**config.mk**
```make
export PLATFORM = sky130hd
export DESIGN_NAME = pipe_hazard_ctrl
export DESIGN_NICKNAME = d
export VERILOG_FILES = /design/src/rtl/pipe_hazard_ctrl.sv
export SDC_FILE = /design/constraint.sdc
export NUM_CORES = 1
export LEC_CHECK = 0
export ABC_AREA = 1
export CAP_MARGIN = 20
export CORE_MARGIN = 2
export CORE_UTILIZATION = 45
export CTS_CLUSTER_DIAMETER = 80
export CTS_CLUSTER_SIZE = 14
export DETAILED_ROUTE_END_ITERATION = 8
export HOLD_SLACK_MARGIN = 0.08
export PLACE_DENSITY = 0.79
export SYNTH_ARGS = -nofsm -noshare
export SYNTH_HDL_FRONTEND = slang
export SYNTH_SLANG_ARGS = --single-unit
```
**constraint.sdc**
```tcl
create_clock -name Clock -period 5.4 [get_ports Clock]
set_input_delay 1.08 -clock Clock [delete_from_list [all_inputs] [get_ports Clock]]
set_output_delay 1.08 -clock Clock [all_outputs]
set_load 0.03 [all_outputs]
```
**src/rtl/pipe_hazard_ctrl.sv**
```systemverilog
// pipe_hazard_ctrl
//   Central hazard controller for the pipelined CPU: load-use stall,
//   branch/jump flush window, multi-cycle execute sequencer, N-deep
//   forwarding-source selection and a saturating stall-cycle counter.
//
// Ports
//   Clock, Reset            pipeline clock, asynchronous active-high reset
//   ID_*                    source operands / jump of the instruction in ID
//   EX_*                    operands, destination and control of the EX stage
//   Fwd_RegDest/RegWrite    flattened destinations of the forwarding stages
//                           (slice k = stage k, k = 0 is nearest)
//   MC_Start, MC_Latency    multi-cycle op issue and its latency
//   *_WriteEnable           pipeline register / PC enables
//   IFID_Flush, IDEX_Flush  flush controls, EXMEM_Bubble bubble into EX/MEM
//   FwdSelA/B               0 = register file, k+1 = forwarding stage k
//   MC_Busy, MC_Done        sequencer status, MC_Done is a one-cycle pulse
//   StallCycles             saturating count of cycles with PC frozen
module pipe_hazard_ctrl #(
    parameter int          ADDR_W       = 5,
    parameter int          FWD_STAGES   = 2,
    parameter int          SEL_W        = 2,
    parameter int          CNT_W        = 5,
    parameter int          FLUSH_CYCLES = 1,
    // Reset value of StallCycles; 0 for normal builds.
    parameter logic [31:0] STALL_INIT   = '0
) (
    input  logic                         Clock,
    input  logic                         Reset,
    input  logic [ADDR_W-1:0]            ID_Rs,
    input  logic [ADDR_W-1:0]            ID_Rt,
    input  logic                         ID_UsesRs,
    input  logic                         ID_UsesRt,
    input  logic                         ID_Jump,
    input  logic [ADDR_W-1:0]            EX_Rs,
    input  logic [ADDR_W-1:0]            EX_Rt,
    input  logic [ADDR_W-1:0]            EX_RegDest,
    input  logic                         EX_RegWrite,
    input  logic                         EX_MemRead,
    input  logic                         EX_BranchTaken,
    input  logic [FWD_STAGES*ADDR_W-1:0] Fwd_RegDest,
    input  logic [FWD_STAGES-1:0]        Fwd_RegWrite,
    input  logic                         MC_Start,
    input  logic [CNT_W-1:0]             MC_Latency,
    output logic                         PC_WriteEnable,
    output logic                         IFID_WriteEnable,
    output logic                         IDEX_WriteEnable,
    output logic                         IFID_Flush,
    output logic                         IDEX_Flush,
    output logic                         EXMEM_Bubble,
    output logic [SEL_W-1:0]             FwdSelA,
    output logic [SEL_W-1:0]             FwdSelB,
    output logic                         MC_Busy,
    output logic                         MC_Done,
    output logic [31:0]                  StallCycles
);

    // Sequencer state encodings.
    localparam logic [1:0] IDLE = 2'd0;
    localparam logic [1:0] BUSY = 2'd1;
    localparam logic [1:0] DONE = 2'd2;

    // Flush counter only has to hold FLUSH_CYCLES-1.
    localparam int FC_W = (FLUSH_CYCLES > 1) ? $clog2(FLUSH_CYCLES) : 1;

    logic [1:0]       state;
    logic [CNT_W-1:0] mc_cnt;
    logic [FC_W-1:0]  flush_cnt;
    logic [31:0]      stall_cnt;

    logic busy;
    logic branch;
    logic load_use;
    logic rs_hit;
    logic rt_hit;

    assign busy   = (state == BUSY);
    assign branch = EX_BranchTaken && !busy;

    assign rs_hit   = ID_UsesRs && (ID_Rs == EX_RegDest);
    assign rt_hit   = ID_UsesRt && (ID_Rt == EX_RegDest);
    assign load_use = EX_MemRead && EX_RegWrite && (EX_RegDest != '0) && (rs_hit || rt_hit);

    // ------------------------------------------------------------------
    // Pipeline control, in priority order Reset > BUSY > branch > load-use
    // > jump. The branch flush window keeps IF/ID flushed underneath a
    // load-use stall or a jump, but is masked while the pipe is frozen.
    // ------------------------------------------------------------------
    always_comb begin
        PC_WriteEnable   = 1'b1;
        IFID_WriteEnable = 1'b1;
        IDEX_WriteEnable = 1'b1;
        IFID_Flush       = 1'b0;
        IDEX_Flush       = 1'b0;
        EXMEM_Bubble     = 1'b0;
        if (Reset) begin
            PC_WriteEnable   = 1'b0;
            IFID_WriteEnable = 1'b0;
            IDEX_WriteEnable = 1'b0;
            IFID_Flush       = 1'b1;
            IDEX_Flush       = 1'b1;
        end else if (busy) begin
            PC_WriteEnable   = 1'b0;
            IFID_WriteEnable = 1'b0;
            IDEX_WriteEnable = 1'b0;
            EXMEM_Bubble     = 1'b1;
        end else if (branch) begin
            IFID_Flush = 1'b1;
            IDEX_Flush = 1'b1;
        end else begin
            if (flush_cnt != '0) begin
                IFID_Flush = 1'b1;
            end
            if (load_use) begin
                PC_WriteEnable   = 1'b0;
                IFID_WriteEnable = 1'b0;
                IDEX_Flush       = 1'b1;
            end else if (ID_Jump) begin
                IFID_Flush = 1'b1;
            end
        end
    end

    // ------------------------------------------------------------------
    // Forwarding select: nearest writing stage wins, $0 never forwards.
    // ------------------------------------------------------------------
    always_comb begin
        logic found_a;
        logic found_b;
        FwdSelA = '0;
        FwdSelB = '0;
        found_a = 1'b0;
        found_b = 1'b0;
        if (!Reset) begin
            for (int unsigned k = 0; k < FWD_STAGES; k++) begin
                if (!found_a && Fwd_RegWrite[k] && (EX_Rs != '0) &&
                    (Fwd_RegDest[k*ADDR_W +: ADDR_W] == EX_Rs)) begin
                    FwdSelA = SEL_W'(k + 1);
                    found_a = 1'b1;
                end
                if (!found_b && Fwd_RegWrite[k] && (EX_Rt != '0) &&
                    (Fwd_RegDest[k*ADDR_W +: ADDR_W] == EX_Rt)) begin
                    FwdSelB = SEL_W'(k + 1);
                    found_b = 1'b1;
                end
            end
        end
    end

    // ------------------------------------------------------------------
    // Multi-cycle sequencer. A latency of L yields exactly L BUSY cycles;
    // zero latency is promoted to one.
    // ------------------------------------------------------------------
    always_ff @(posedge Clock or posedge Reset) begin
        if (Reset) begin
            state  <= IDLE;
            mc_cnt <= '0;
        end else begin
            case (state)
                IDLE: begin
                    if (MC_Start) begin
                        mc_cnt <= (MC_Latency == '0) ? CNT_W'(1) : MC_Latency;
                        state  <= BUSY;
                    end
                end
                BUSY: begin
                    mc_cnt <= mc_cnt - 1'b1;
                    if (mc_cnt == CNT_W'(1)) begin
                        state <= DONE;
                    end
                end
                DONE:    state <= IDLE;
                default: state <= IDLE;
            endcase
        end
    end

    assign MC_Busy = (state == BUSY) || (state == DONE);
    assign MC_Done = (state == DONE);

    // ------------------------------------------------------------------
    // Branch flush window. Frozen while BUSY so the window resumes once
    // the pipe moves again.
    // ------------------------------------------------------------------
    always_ff @(posedge Clock or posedge Reset) begin
        if (Reset) begin
            flush_cnt <= '0;
        end else if (!busy) begin
            if (branch) begin
                flush_cnt <= FC_W'(FLUSH_CYCLES - 1);
            end else if (flush_cnt != '0) begin
                flush_cnt <= flush_cnt - 1'b1;
            end
        end
    end

    // ------------------------------------------------------------------
    // Saturating stall counter for the debug display.
    // ------------------------------------------------------------------
    always_ff @(posedge Clock or posedge Reset) begin
        if (Reset) begin
            stall_cnt <= STALL_INIT;
        end else if (!PC_WriteEnable && (stall_cnt != '1)) begin
            stall_cnt <= stall_cnt + 32'd1;
        end
    end

    assign StallCycles = stall_cnt;

endmodule
```
==> summary.txt, run 1 <==
============================================================================
Total Nets Final                                                         672
P&R area growth vs syn                                                 33.5%
Placed Instance Area                                             0.00425 mm2
Post-synthesis average cell area                                    6.21 um2
Origin of the critical flop-to-flop path                        StallCycles[0]
Power density over the cells                                      272 mW/mm2
Number of iterations in the first detailed-routing pass                    5
Chain of cells forming the critical path                        clkdlybuf4s50_1 > xnor2_1 > nand3_1 > nor4_1 > and2_1 > clkdlybuf4s50_1
CP max stage delay                                                   0.66 ns
Antenna violations before repair                                           0
Capture point of the worst reg-to-reg path                      StallCycles[20]
Total grt overflow                                                         0
Type of the worst setup path                                    input pin to output port
Non-filler cells, final                                                  711
Net count after synthesis                                                580
Post-route worst setup slack                                         1.23 ns
Number of endpoints failing setup at the final stage                       0
Crit start category                                                input pin
Asr flop ratio synth                                                    1.00
Leading cell type in the layout, fill and taps excluded              nand2_1
Max-Cap Viols                                                              0
Global-route wire length before repair                              15600 um
Number of buffers between clock root and the deepest sink                  2
Synth Area in XOR/XNOR                                                0.0729
Number of cells on the worst hold path                                     2
Family with the most delay on the worst path                    buffers and inverters
Clk Latency, worst-skew pair                                         0.29 ns
Number of levels the H-tree was split into                                 2
Kind of end point of the critical path                           output port
Pin count of the biggest net entering global routing                      41
Data required, critical path                                         4.32 ns
Distinct cell type count after synthesis                                  31
Compound-Gate Fraction of Synth Area                                  0.0386
Unrepaired setup endpoints after global routing                        false
Number of rows created at floorplan                                       30
Main area contributors after synthesis                          dfrtp_1 (30%), nand2_1 (23%), nand3_1 (8.5%), nor2_1 (7.1%), inv_1 (6.9%)
R2R setup slack                                                      2.84 ns
Average routed wire per standard cell                                12.8 um
Top library cells by usage in the layout, fill and taps aside   nand2_1 (199), clkdlybuf4s50_1 (94), nor2_1 (61)
Detailed Place HPWL                                                  7300 um
Fraction of synthesized area in multiplexers                         0.00347
Minimum period implied by the final worst setup slack                4.17 ns
Remaining max-slew budget at the tightest pin                          0.632
Antenna-violating nets left                                                0
I/O pins                                                                  95
Number of buffers and inverters on the critical path                       2
Cell repeated most along the worst path                         clkdlybuf4s50_1
Critical Path AT                                                     3.09 ns
Die area                                                         0.00791 mm2
Clock Tree Root                                                     clkbuf_8
Post-synthesis sequential element count                                   39
Depth of the worst register-to-register path                              11
Origin of the worst setup path                                      EX_Rs[4]
Total negative slack                                                    0 ns
Routability Congestion                                                 0.922
Slew Viols, Final                                                          0
Post-synth top area share                                              0.301
Number of diodes added for antenna fixing                                  0
Fin crit share                                                         0.773
Combinational family with the most area after synthesis         simple AND/OR/NAND/NOR gates
Adder-cell area share of the yosys netlist                            0.0231
Primary FF master, synth                                             dfrtp_1
Share of post-route cells with drive strength above 1                 0.0309
Clock-pin slew on the worst setup and hold paths                     0.07 ns
Post-CTS Setup Inserts                                                     0
Worst IR drop on VDD                                              0.000228 V
Die width                                                            88.9 um
Final hold violation count                                                 0
Die extent in y                                                      88.9 um
Reported leakage power                                               2.08 nW
TritonCTS clock tree                                                    done
Overall global routing resource usage                                  0.249
Clk sinks                                                                 39
Post-placement cell count                                                704
Number of flops mapped to enable cells by yosys                            0
Critical-path cell with the highest stage delay                 clkdlybuf4s50_1
Run status                                                         completed
Vias in the first global route                                          3425
Number of buffers created by CTS                                           5
Synth Warn #                                                               0
Worst setup path end                                              FwdSelA[0]
Worst clock skew                                                   0.0115 ns
Pwr Total                                                            1.18 mW
Routed vias                                                             3581
Placeable Area                                                   0.00687 mm2
# resized after CTS                                                        0
Initial DRC count                                                        271
# port buffers                                                            94
Netlist area before placement                                    0.00325 mm2
Post-Syn Instances                                                       523
Placement Setup Slack                                                1.26 ns
Synthesized-area fraction occupied by and/or/nand/nor cells            0.466
Starting density of the core                                           0.472
Post-Route WL                                                        9120 um
Post-route DRC                                                             0
Slew of the pin with the lowest slew margin                         0.546 ns
FMAX                                                                 240 MHz
CP max FO                                                                  3
Via-to-Cell Ratio                                                       5.04
Cell accounting for the most synthesized area                        dfrtp_1
Post-route design area                                           0.00433 mm2
Hold crit path type                                             flip-flop to flip-flop
Crit path depth                                                            6
Number of hold buffers added after CTS                                     0
Post-synthesis sequential area ratio                                   0.301
============================================================================
synth_stat cells (2+ instances only):
cell and n:
ha_1 6, buf_2 7, nand2_1 199, o21ai_0 8, nand4_1 7, dfrtp_1 39, nor2_2 2, xnor2_1 9
nor3_1 16, xor2_1 18, o22ai_1 3, or2_2 2, inv_2 2, nor4_1 2, nand3b_1 6, nor2_1 61
inv_1 60, buf_6 3, a21oi_1 7, nand3_1 55
final cells by class:
| cell class | count | area (um2) |
|---|---|---|
| clock inverters | 1 | 5.00 |
| inverters | 62 | 233 |
| fillers | 671 | 2540 |
| well taps | 96 | 120 |
| repair buffers | 96 | 956 |
| multi-input cells | 411 | 1960 |
| flip-flops and latches | 39 | 976 |
| clock buffers | 6 | 82.6 |
tightest hold or removal path: stages (launching register included):
cell and delay (ns):
dfrtp_1 0.38, nand2_1 0.06, o21ai_0 0.07
state kept, by name, indices dropped and copies added, names as in the netlist:
name	cells
state	2
StallCycles	32
mc_cnt	5
power by group:
group	switching, mW	total [mW]	internal, mW
logic	0.358	0.585	0.228
clock network	0.102	0.202	0.100
registers	0.0480	0.391	0.343
total	0.508	1.18	0.671
cell families after synthesis:
| family | after synthesis |
|---|---|
| and+or+nand+nor | 355 |
| buffers and inverters | 73 |
| DFF | 39 |
| xor gates and xnor gates | 27 |
| AOI/OAI and AO/OA | 22 |
| adders and majority gates | 6 |
| muxes | 1 |
worst min-delay path by stage:
stage	from	to	slack, ns
after floorplan	state[1]	state[1]	0.48
after global placement	state[1]	state[1]	0.50
after detailed placement	mc_cnt[4]	mc_cnt[4]	0.52
after CTS	mc_cnt[4]	mc_cnt[4]	0.54
after global routing	StallCycles[31]	StallCycles[31]	0.56
final	state[1]	state[1]	0.54
per-layer routing:
metal	vias to the layer above	part of all wire	GRT usage
met5	-	0	0
met4	0	0.016	0.0744
met3	18	0.058	0.0452
met2	123	0.47	0.416
met1	1614	0.45	0.329
li1	1826	-	-
through the flow:
stage                util  hold slack, ns
floorplan               -           0.478
global placement    0.618           0.498
detailed placement  0.618           0.523
CTS                 0.631           0.540
global route        0.631           0.558
finish              0.631           0.540
Note: power is estimated with default switching activity, not from simulation.
==> inputs of run 2 (changes only) <==
Settings changed: CORE_UTILIZATION 45 to 44, PLACE_DENSITY 0.79 to 0.8.
Clock period 5.4 ns to 3.4 ns, I/O delays scaled along.
==> summary.txt, run 2 (synthesis results as in run 1) <==
============================================================================
Type of the worst setup path                                    input pin to output port
Number of hold buffers added after CTS                                     0
Post-route DRC                                                             0
Antenna violations before repair                                           0
Psw                                                                 0.814 mW
Number of buffers created by CTS                                           5
Post-CTS Setup Inserts                                                     0
Max reg flops                                                             32
Top library cells by usage in the layout, fill and taps aside   nand2_1 (199), clkdlybuf4s50_1 (91), nor2_1 (61)
FMAX                                                                 312 MHz
Total grt overflow                                                         0
Minimum period implied by the final worst setup slack                3.21 ns
Number of rows created at floorplan                                       31
Slew of the pin with the lowest slew margin                         0.538 ns
Run status                                                         completed
Filler Cells Inserted                                                    690
Die area                                                         0.00808 mm2
Placeable Area                                                   0.00721 mm2
Internal portion of total power                                      1.05 mW
Number of iterations in the first detailed-routing pass                    5
Leading cell type in the layout, fill and taps excluded              nand2_1
Seq pwr share                                                          0.336
TritonCTS clock tree                                                    done
Remaining max-slew budget at the tightest pin                          0.637
CP max stage delay                                                   0.68 ns
Number of diodes added for antenna fixing                                  0
Comb power frac                                                        0.499
Total Nets Final                                                         673
Number of levels the H-tree was split into                                 2
P&R area growth vs syn                                                 33.5%
Data required, critical path                                         2.72 ns
Critical-path cell with the highest stage delay                 clkdlybuf4s50_1
Post-Route WL                                                        8820 um
CP max FO                                                                  3
Number of endpoints failing setup at the final stage                       0
I/O pins                                                                  95
# resized after CTS                                                        0
Met2 routed wirelength                                               4200 um
Unrepaired setup endpoints after global routing                        false
Pin count of the biggest net entering global routing                      41
Kind of end point of the critical path                           output port
Detailed Place HPWL                                                  7020 um
Routed length on met1                                                3910 um
Number of buffers between clock root and the deepest sink                  2
Share of post-route cells with drive strength above 1                 0.0389
Clk sinks                                                                 39
Chain of cells forming the critical path                        clkdlybuf4s50_1 > inv_1 > nand2_1 > nand2_1 > nor2_1 > nand3_1 > nand2_1 > nand2_1 > a21oi_1 > clkdlybuf4s50_1
Routability Congestion                                                 0.952
Crit start category                                                input pin
Routed vias                                                             3605
Met3 WL post-DR                                                       546 um
Total negative slack                                                    0 ns
Post-route design area                                           0.00433 mm2
Slew Viols, Final                                                          0
Die width                                                            89.9 um
Max-Cap Viols                                                              0
Worst IR drop on VDD                                              0.000179 V
Via-to-Cell Ratio                                                       5.03
Die extent in y                                                      89.9 um
Clk network pwr share                                                  0.165
# port buffers                                                            94
Top Layer Used                                                          met4
Initial DRC count                                                        269
Overall global routing resource usage                                  0.224
Cell repeated most along the worst path                              nand2_1
Switching part of the total                                            0.437
Average routed wire per standard cell                                12.3 um
Placed Instance Area                                             0.00425 mm2
Worst clock skew                                                  0.00838 ns
Hold crit path type                                             flip-flop to flip-flop
Antenna-violating nets left                                                0
Power density over the cells                                      430 mW/mm2
Clock-pin slew on the worst setup and hold paths                     0.07 ns
Starting density of the core                                           0.450
Critical Path AT                                                     2.53 ns
Reported leakage power                                               2.09 nW
Final hold violation count                                                 0
Clk Latency, worst-skew pair                                         0.30 ns
Pwr Total                                                            1.86 mW
Clock Tree Root                                                     clkbuf_8
Fin crit share                                                         0.944
Global-route wire length before repair                              15200 um
Vias in the first global route                                          3430
============================================================================
run 2: cell count changes in the layout (fill, tap and decap cells not counted):
cell / change
buf_4: +4
clkdlybuf4s50_1: -3
clkbuf_8: -1
clkinv_2: +2
run 2: worst max-delay path: cells and delay by family:
| kind | cells | cell delay, ns |
|---|---|---|
| buffers and inverters | 3 | 1.27 |
| AND/OR/NAND/NOR | 6 | 0.45 |
| AO/OA/AOI/OAI | 1 | 0.13 |
run 2: power groups by stage:
stage / registers [mW] / logic [mW] / clock network (mW)
global route: 0.636 / 1.03 / 0.330
detailed placement: 0.632 / 0.936 / 0
finish: 0.625 / 0.929 / 0.307
global placement: 0.631 / 0.906 / 0
CTS: 0.623 / 0.938 / 0.315
floorplan: 0.683 / 0.576 / 0
run 2: per-stage QoR:
stage | setup slack, ns | utilization | cells | hold WS (ns)
2_1_floorplan | 0.175 | - | 523 | 0.478
3_3_place_gp | 0.237 | 0.589 | 708 | 0.506
3_5_place_dp | 0.200 | 0.589 | 708 | 0.503
4_1_cts | 0.192 | 0.601 | 716 | 0.521
5_1_grt | 0.0320 | 0.601 | 716 | 0.564
6_report | 0.192 | 0.601 | 716 | 0.524
run 2: per-layer routing:
metal	global-route usage	up-vias
met1	0.282	1620
li1	-	1827
met3	0.0327	16
met2	0.396	142
met4	0.0718	0
met5	0	-
run 2: layout make-up:
class                      instances  area, um2  area share
multi-input combinational        411       1960       0.452
sequential                        39        976       0.225
timing repair buffer              97        956       0.221
inverter                          62        233      0.0537
tap                               99        124      0.0286
clock buffer                       5       68.8      0.0159
clock inverter                     3       15.0     0.00347
run 2: path summary, 6_finish.rpt:
| path | slack [ns] | to | cells after the start | startpoint |
|---|---|---|---|---|
| min in group asynchronous | 0.96 | mc_cnt[4] | 3 | Reset |
| min | 0.52 | state[1] | 2 | state[1] |
| max | 0.19 | IDEX_Flush | 10 | EX_RegDest[3] |
| max in group asynchronous | 2.10 | StallCycles[14] | 3 | Reset |
| max reg2reg | 1.00 | StallCycles[7] | 11 | StallCycles[0] |
| min reg2reg | 0.52 | state[1] | 2 | state[1] |
==> inputs of run 3 (changes only) <==
Settings changed: ABC_AREA 1 to 0, CORE_MARGIN 2 to not set, CORE_UTILIZATION 44 to 45, PLACE_DENSITY 0.8 to 0.84.
Clock period 3.4 ns to 3.7 ns, I/O delays scaled along.
==> summary.txt, run 3 <==
============================================================================
Initial DRC count                                                         46
Placement Setup Slack                                              0.0233 ns
Slew of the pin with the lowest slew margin                         0.554 ns
Origin of the worst setup path                                  EX_RegDest[0]
Type of the worst setup path                                    input pin to output port
Post-synthesis sequential area ratio                                   0.401
Filler Cells Inserted                                                    428
Leading cell type by number of instances after synthesis             xnor2_1
Final hold violation count                                                 0
Clock Tree Root                                                     clkbuf_8
Number of hold buffers added after CTS                                     0
Max-Cap Viols                                                              0
Main area contributors after synthesis                          dfrtp_1 (40%), xnor2_1 (16%), xor2_1 (6.1%), nand3_1 (4.7%), nand4_1 (3.6%)
Capture point of the worst reg-to-reg path                      StallCycles[28]
Post-synthesis average cell area                                    9.43 um2
Synth Warn #                                                               0
Kind of end point of the critical path                           output port
Die area                                                         0.00571 mm2
Clk network pwr share                                                  0.189
Top post-synthesis cells by count                               xnor2_1 (44), dfrtp_1 (39), nand3_1 (23), nand2_1 (17), xor2_1 (17)
Fin crit share                                                         0.930
Depth of the worst register-to-register path                               7
Post-CTS Setup Inserts                                                     0
Worst setup path end                                              IFID_Flush
Hold crit path type                                             flip-flop to flip-flop
Post-route worst setup slack                                        0.257 ns
Number of endpoints failing setup at the final stage                       0
Clk sinks                                                                 39
Number of buffers between clock root and the deepest sink                  2
Post-Route WL                                                        6290 um
Post-Syn Instances                                                       258
Total grt overflow                                                         0
Number of flops mapped to enable cells by yosys                            0
Netlist area before placement                                    0.00243 mm2
Post-route DRC                                                             0
Power density over the cells                                      462 mW/mm2
Seq. cell area                                                       976 um2
Antenna violations before repair                                           0
Post-synthesis sequential element count                                   39
Data required, critical path                                         2.96 ns
Routed vias                                                             2302
Number of rows created at floorplan                                       26
Cell accounting for the most synthesized area                        dfrtp_1
Critical Path AT                                                     2.70 ns
Psw                                                                 0.644 mW
Total Nets Final                                                         418
Origin of the critical flop-to-flop path                        StallCycles[6]
Overall global routing resource usage                                  0.221
Minimum period implied by the final worst setup slack                3.44 ns
Worst IR drop on VDD                                              0.000401 V
Number of diodes added for antenna fixing                                  0
Switching part of the total                                            0.388
FMAX                                                                 290 MHz
Slew Viols, Final                                                          0
Total negative slack                                                    0 ns
Clk Latency, worst-skew pair                                         0.29 ns
R2R setup slack                                                      1.61 ns
I/O pins                                                                  95
Via-to-Cell Ratio                                                       5.33
Seq pwr share                                                          0.355
Max reg flops                                                             32
Die width                                                            75.5 um
Leading cell type in the layout, fill and taps excluded         clkdlybuf4s50_1
# resized after CTS                                                        0
Internal portion of total power                                      1.02 mW
Primary FF master, synth                                             dfrtp_1
Starting density of the core                                           0.470
Routability Congestion                                                 0.852
Placeable Area                                                   0.00517 mm2
Worst clock skew                                                  0.00650 ns
Asr flop ratio synth                                                    1.00
Net count after synthesis                                                315
Antenna-violating nets left                                                0
Post-synth top area share                                              0.401
Pwr Total                                                            1.66 mW
Vias in the first global route                                          2168
Remaining max-slew budget at the tightest pin                          0.629
Pin count of the biggest net entering global routing                      40
Crit start category                                                input pin
Detailed Place HPWL                                                  4940 um
Top library cells by usage in the layout, fill and taps aside   clkdlybuf4s50_1 (86), xnor2_1 (44), dfrtp_1 (39)
Share of post-route cells with drive strength above 1                 0.0801
Comb power frac                                                        0.457
Die extent in y                                                      75.5 um
Area of the multi-input gates                                    0.00140 mm2
TritonCTS clock tree                                                    done
Number of iterations in the first detailed-routing pass                    4
Reported leakage power                                               1.47 nW
Run status                                                         completed
Global-route wire length before repair                               9580 um
Clock-pin slew on the worst setup and hold paths                     0.07 ns
Number of buffers created by CTS                                           5
Average routed wire per standard cell                                14.6 um
# port buffers                                                            94
Unrepaired setup endpoints after global routing                        false
Number of levels the H-tree was split into                                 2
P&R area growth vs syn                                                 47.5%
Distinct cell type count after synthesis                                  42
CP max FO                                                                  3
============================================================================
-- run 3: worst min-delay path by stage --
stage                                from               to  slack [ns]  cells after the start
after CTS                 StallCycles[21]  StallCycles[21]        0.49                      1
after global routing      StallCycles[21]  StallCycles[21]        0.52                      1
after global placement    StallCycles[21]  StallCycles[21]        0.48                      1
after floorplan                 mc_cnt[0]        mc_cnt[0]        0.50                      1
after detailed placement  StallCycles[21]  StallCycles[21]        0.48                      1
final                     StallCycles[21]  StallCycles[21]        0.48                      1
-- run 3: routing by layer --
layer | vias to the layer above | track usage | part of all wire
met3 | 10 | 0.0608 | 0.11
met4 | 0 | 0.0720 | 0.014
met5 | - | 0 | 0
met2 | 94 | 0.405 | 0.48
met1 | 1078 | 0.248 | 0.39
li1 | 1120 | - | -
-- run 3: power by group through the flow --
stage / clock network [mW] / registers [mW] / logic [mW]
final: 0.313 / 0.589 / 0.758
after global routing: 0.339 / 0.601 / 0.836
after CTS: 0.322 / 0.589 / 0.762
after detailed placement: 0 / 0.595 / 0.758
after global placement: 0 / 0.589 / 0.742
after floorplan: 0 / 0.655 / 0.408
-- run 3: critical path, stage by stage --
cell	delay [ns]
clkdlybuf4s50_1	0.47
or4_2	0.71
o211ai_1	0.24
or2_2	0.16
nand2_1	0.05
a21oi_1	0.16
buf_4	0.18
-- run 3: cell families after synthesis --
group                    share of synthesized area
AND/OR/NAND/NOR                              0.254
XOR/XNOR                                     0.220
flip-flops                                   0.401
AO/OA/AOI/OAI                               0.0617
buffers and inverters                       0.0242
adder cells (fa/ha/maj)                     0.0308
multiplexers                               0.00874
-- run 3: through the flow --
| step | area, um2 | cells | hold slack [ns] | util |
|---|---|---|---|---|
| final | 3590 | 432 | 0.483 | 0.694 |
| after global routing | 3590 | 432 | 0.525 | 0.694 |
| after CTS | 3580 | 432 | 0.491 | 0.692 |
| after detailed placement | 3480 | 424 | 0.477 | 0.673 |
| after global placement | 3480 | 424 | 0.479 | 0.673 |
| after floorplan | 2430 | 258 | 0.501 | - |
-- run 3: cell type report --
class,instances,share of cell area
Inverter,8,0.00837
Clock buffer,8,0.0279
Tap cell,70,0.0244
Multi-Input combinational cell,205,0.390
Sequential cell,39,0.272
Timing Repair Buffer,102,0.278
